===== src/rtl/uart_tx_arbiter.sv =====
// uart_tx_arbiter
//   Message-level round-robin arbiter that shares one uart_tx byte port
//   between N requesters. The winner keeps the transmitter until its byte
//   flagged 'last' is acknowledged by the UART. A watchdog drops the grant
//   if the owner stalls between bytes.
//
// Ports
//   clk, rst_n        clock, asynchronous active-low reset
//   req_data[8N]      byte of requester i at [8i+7:8i]
//   req_valid[N]      requester i has a byte (held until its req_ack)
//   req_last[N]       byte is the final one of the message
//   req_ack[N]        one-cycle pulse: byte of requester i captured
//   grant[N]          one-hot current owner, zero when idle
//   tx_data[8]        byte to uart_tx (held while tx_data_valid is low)
//   tx_data_valid     byte pending at uart_tx
//   tx_data_ack       one-cycle accept pulse from uart_tx
//   timeout           one-cycle pulse when the watchdog drops a grant
module uart_tx_arbiter #(
    parameter int          N       = 4,
    parameter logic [15:0] TIMEOUT = 16'd50000
) (
    input  logic           clk,
    input  logic           rst_n,
    input  logic [8*N-1:0] req_data,
    input  logic [N-1:0]   req_valid,
    input  logic [N-1:0]   req_last,
    output logic [N-1:0]   req_ack,
    output logic [N-1:0]   grant,
    output logic [7:0]     tx_data,
    output logic           tx_data_valid,
    input  logic           tx_data_ack,
    output logic           timeout
);
    localparam int          PW      = $clog2(N);
    localparam logic [15:0] TO_LAST = TIMEOUT - 16'd1;

    typedef enum logic [1:0] {IDLE, SEND, NEXT} state_t;

    state_t              state, state_n;
    logic [PW-1:0]       ptr, ptr_n, owner, owner_n, win, cand;
    logic                win_ok, last_q, last_n;
    logic [15:0]         cnt, cnt_n;
    logic [N-1:0]        grant_n, ack_n;
    logic [7:0]          data_n;
    logic                valid_n, timeout_n;
    logic [N-1:0][7:0]   req_byte;

    assign req_byte = req_data;

    // Pointer advance with wrap for non-power-of-two N.
    function automatic logic [PW-1:0] inc(input logic [PW-1:0] p);
        return (p == PW'(N - 1)) ? '0 : p + 1'b1;
    endfunction

    // Round-robin pick: scan downward so the last hit is the first valid
    // requester at or after ptr.
    always_comb begin : pick
        win    = ptr;
        win_ok = 1'b0;
        cand   = '0;
        for (int i = N - 1; i >= 0; i--) begin
            cand = PW'((int'(ptr) + i) % N);
            if (req_valid[cand]) begin
                win    = cand;
                win_ok = 1'b1;
            end
        end
    end

    always_comb begin : fsm
        state_n   = state;
        ptr_n     = ptr;
        owner_n   = owner;
        last_n    = last_q;
        cnt_n     = cnt;
        grant_n   = grant;
        ack_n     = '0;
        data_n    = tx_data;
        valid_n   = tx_data_valid;
        timeout_n = 1'b0;
        case (state)
            IDLE: begin
                if (win_ok) begin
                    owner_n      = win;
                    data_n       = req_byte[win];
                    last_n       = req_last[win];
                    grant_n      = '0;
                    grant_n[win] = 1'b1;
                    ack_n[win]   = 1'b1;
                    valid_n      = 1'b1;
                    state_n      = SEND;
                end
            end
            SEND: begin
                // Requesters are not sampled here; the UART ack alone moves us on.
                if (tx_data_ack) begin
                    valid_n = 1'b0;
                    if (last_q) begin
                        grant_n = '0;
                        ptr_n   = inc(owner);
                        state_n = IDLE;
                    end else begin
                        cnt_n   = '0;
                        state_n = NEXT;
                    end
                end
            end
            NEXT: begin
                if (req_valid[owner]) begin
                    data_n       = req_byte[owner];
                    last_n       = req_last[owner];
                    ack_n[owner] = 1'b1;
                    valid_n      = 1'b1;
                    state_n      = SEND;
                end else if (TIMEOUT != 16'd0 && cnt == TO_LAST) begin
                    timeout_n = 1'b1;
                    grant_n   = '0;
                    ptr_n     = inc(owner);
                    state_n   = IDLE;
                end else begin
                    cnt_n = cnt + 16'd1;
                end
            end
            default: state_n = IDLE;
        endcase
    end

    always_ff @(posedge clk or negedge rst_n) begin
        if (!rst_n) begin
            state         <= IDLE;
            ptr           <= '0;
            owner         <= '0;
            last_q        <= 1'b0;
            cnt           <= '0;
            grant         <= '0;
            req_ack       <= '0;
            tx_data       <= '0;
            tx_data_valid <= 1'b0;
            timeout       <= 1'b0;
        end else begin
            state         <= state_n;
            ptr           <= ptr_n;
            owner         <= owner_n;
            last_q        <= last_n;
            cnt           <= cnt_n;
            grant         <= grant_n;
            req_ack       <= ack_n;
            tx_data       <= data_n;
            tx_data_valid <= valid_n;
            timeout       <= timeout_n;
        end
    end
endmodule


===== config.mk =====
export PLATFORM = sky130hd
export DESIGN_NAME = uart_tx_arbiter
export DESIGN_NICKNAME = d
export VERILOG_FILES = /design/src/rtl/uart_tx_arbiter.sv
export SDC_FILE = /design/constraint.sdc
export NUM_CORES = 1
export LEC_CHECK = 0
export CELL_PAD_IN_SITES_DETAIL_PLACEMENT = 1
export CELL_PAD_IN_SITES_GLOBAL_PLACEMENT = 1
export CORE_MARGIN = 2
export CORE_UTILIZATION = 39
export CTS_CLUSTER_SIZE = 28
export DETAILED_ROUTE_END_ITERATION = 8
export PLACE_DENSITY = 0.85
export SLEW_MARGIN = 25
export SYNTH_ARGS = -nofsm -noshare
export SYNTH_HDL_FRONTEND = slang
export SYNTH_SLANG_ARGS = --single-unit

===== constraint.sdc =====
create_clock -name clk -period 2.2 [get_ports clk]
set_input_delay 0.33 -clock clk [delete_from_list [all_inputs] [get_ports clk]]
set_output_delay 0.33 -clock clk [all_outputs]
set_load 0.005 [all_outputs]

==> reports/results.txt <==
Status -> completed
Met3 wire length -> 405 microns
Dpl hpwl -> 6992 microns
Req. time, crit path -> 2430 ps
Worst Setup Slack, final -> 114.5 ps
Die Footprint -> 8065 sq um
DR WL met2 -> 4965 microns
Critical path class -> in -> reg
Metal-1 WL -> 3836 microns
Clk pwr share -> 0.123
Detailed-route DRC error count -> 0
Final Wtd Congestion -> 0.8277
Syn_nets -> 346
Fin crit period -> 2085 ps
Clk sink count -> 41
Worst-Margin Slew -> 548.7 ps
CTS tree -> built
Adder-Cell Fraction of Synth Area -> 0.04357
Layout area overhead -> 36.86%
Fmax achieved -> 479.5 MHz
PwrDens -> 1120 nW/um^2
Worst Hold Margin -> 89.43 ps
Flip-flop and latch count after synthesis -> 41
TNS Setup -> 0 ps
Max Buffers Root-to-Sink -> 2
Mapped Cells -> 293
P_leak -> 1.645 nW
CP Data Arrival Time -> 2310 ps
Post-synthesis mux area share -> 0.1081
Top post-synthesis cells by count -> dfrtp_1, nor2_1, nand2_1
Initial core utilization -> 0.4002
Top-area cell type share of the netlist area -> 0.3573
Row count -> 31
Final core utilization -> 0.5477
Final Hold Fails -> 0
Largest net degree at the start of global routing -> 42
Final Power -> 4.400 mW
Root Buffer -> clkbuf_8
Antenna violations before repair -> 0
Max IR drop VDD -> 730.2 uV
Final-stage net count -> 433
Placeable Area -> 7176 sq um
Syn. warnings -> 0
Overall routing resource usage -> 0.2367
WL/cell -> 19.71 microns
Port bufs -> 60
Final WL -> 9462 microns
Hold Path Class -> in -> async
Critical-path top delay cell -> mux4_2
Synthesized area -> 2872 sq um
Internal Power -> 2.511 mW
Vias after detailed routing -> 2,857
Reg clk slew, reported paths -> 100 ps
Num ports -> 61
P_sw -> 1.889 mW
Seq pwr share -> 0.256
Router iterations before antenna repair -> 4
Critical path's largest stage delay -> 600 ps
Share of layout cells above drive strength 1 -> 0.1864
Avg Inst Size Synth -> 9.800 sq um
Placed cell area -> 3785 sq um
Grt ovf -> 0
H-tree depth -> 2
Pins Over Slew Limit -> 0
# Max-Cap Violations -> 0
Crit path cell chain -> clkdlybuf4s50_1 -> mux4_2 -> a41o_1 -> o41ai_1 -> nand2_1 -> o21ai_0
Complex-gate fraction of the synthesized area -> 0.2227
Register area share after synthesis -> 0.3573
Largest area contributor in the netlist -> dfrtp_1
Worst Skew -> 16.04 ps
Worst-path fanout max -> 7
Predominant post-synthesis flop cell -> dfrtp_1
Largest family of logic cells by synthesized area -> compound AO/OA/AOI/OAI gates
Final period utilization -> 0.9480
Crit path launch type -> primary input
XOR/XNOR share of the synthesized area -> 0.02745
Async SR Flop Fraction -> 1.000
Via density -> 5.952
Uppermost routed layer -> met4
Post-route cell area -> 3930 sq um
First-iteration detailed-routing DRC count -> 116
Die Y -> 89.81 microns
Post-synthesis cell type count -> 56
Simple-Gate Fraction of Synth Area -> 0.1956
Worst-Skew Late Latency -> 310 ps
Post-placement cell count -> 470
Layout Cells excl Fill -> 480
Die span in x -> 89.81 microns
Logic gate share of total power -> 0.621
Final antenna-violating net count -> 0
Vias in the first global route -> 3,137
Area contributors post-synth -> dfrtp_1, mux4_2, ha_1
RSZ-0062 raised after global routing -> no
CTS buffer count -> 5
Global-route wire length before repair -> 15,450 microns
Switching portion of total power -> 0.4293
Worst slack, placed -> -295.2 ps
Final setup viols -> 0
N_diodes -> 0
Slew HR -> 0.6342
Cell with the most instances after synthesis -> dfrtp_1
CP endpoint kind -> register
Post-synth EDFFs -> 0
## worst paths after layout
check | start | endpoint | slack [ps] | cells past startpoint
setup / recovery | req_valid[2] | cnt[4]$_DFFE_PN0P_ | 110 | 6
hold / removal | rst_n | tx_data_valid$_DFFE_PN0P_ | 90 | 2
setup reg to reg | state[0]$_DFFE_PN0P_ | tx_data[1]$_DFFE_PN0P_ | 170 | 6
hold reg to reg | tx_data[5]$_DFFE_PN0P_ | tx_data[5]$_DFFE_PN0P_ | 500 | 2
max in group asynchronous | rst_n | tx_data[7]$_DFFE_PN0P_ | 1730 | 2
min in group clk | tx_data[5]$_DFFE_PN0P_ | tx_data[5]$_DFFE_PN0P_ | 500 | 2
## cell type report
cell class | instances | area [sq um]
clock buffer | 5 | 68.82
clock inverter | 3 | 25.02
fill | 789 | 3246
inverter | 11 | 41.29
multi-input combinational | 223 | 1753
sequential | 41 | 1026
tap | 99 | 123.9
timing repair buffer | 98 | 892.1
## per-layer routing
metal / up-vias / global-route usage
met4: 0 / 0.09872
li1: 1304 / -
met5: - / 0
met2: 104 / 0.4280
met1: 1421 / 0.2803
met3: 28 / 0.03604
## flip-flops by register name (all words and copies together), names as in the netlist
name,flops
tx_data_valid,1
last_q,1
ptr,2
req_ack,4
grant,4
owner,2
tx_data,8
timeout,1
state,2
cnt,16
## kinds of logic (layout without fill, tap and decap cells)
logic type,Yosys count,after routing
XOR/XNOR,9,9
flip-flops,41,41
buffers and inverters,29,117
AO/OA/AOI/OAI,79,79
multiplexers,18,18
adder cells (fa/ha/maj),10,10
AND/OR/NAND/NOR,107,107
## placed cells by master, fill, tap and decap left out, types with 4 or more instances in the layout
master	instances
a21oi_1	7
mux4_2	10
nor2b_1	8
nand4_1	6
ha_1	10
buf_4	37
nor3_1	4
nand2b_1	4
nor2_1	25
clkbuf_8	5
a211oi_1	11
and3_1	13
nand2_1	21
o41ai_1	9
dfrtp_1	41
mux2i_1	4
o21ai_0	10
inv_1	11
nand3_1	10
o2111a_1	10
xor2_1	6
clkdlybuf4s50_1	58
a221oi_1	8
## power by group through the flow
stage	Combinational, mW	Clock (mW)	Sequential, mW
after floorplan	1.54	0	1.13
after detailed placement	2.64	0	1.13
final	2.73	0.541	1.12
after global routing	2.95	0.593	1.15
after global placement	2.51	0	1.12
after CTS	2.67	0.554	1.12
## critical path, delay by kind of cell
family,cells,cell delay [ps]
AOI/OAI and AO/OA,3,760
muxes,1,600
buffers and inverters,1,500
and+or+nand+nor,1,110
## timing repair
action                                  4_1_cts  5_1_grt
hold buffers                                  0        0
setup buffers                                 0        2
resized for setup                             1        6
pin swaps                                     0        1
endpoints found under the setup margin        3       11
No activity file was read; power rests on OpenSTA's default activity.
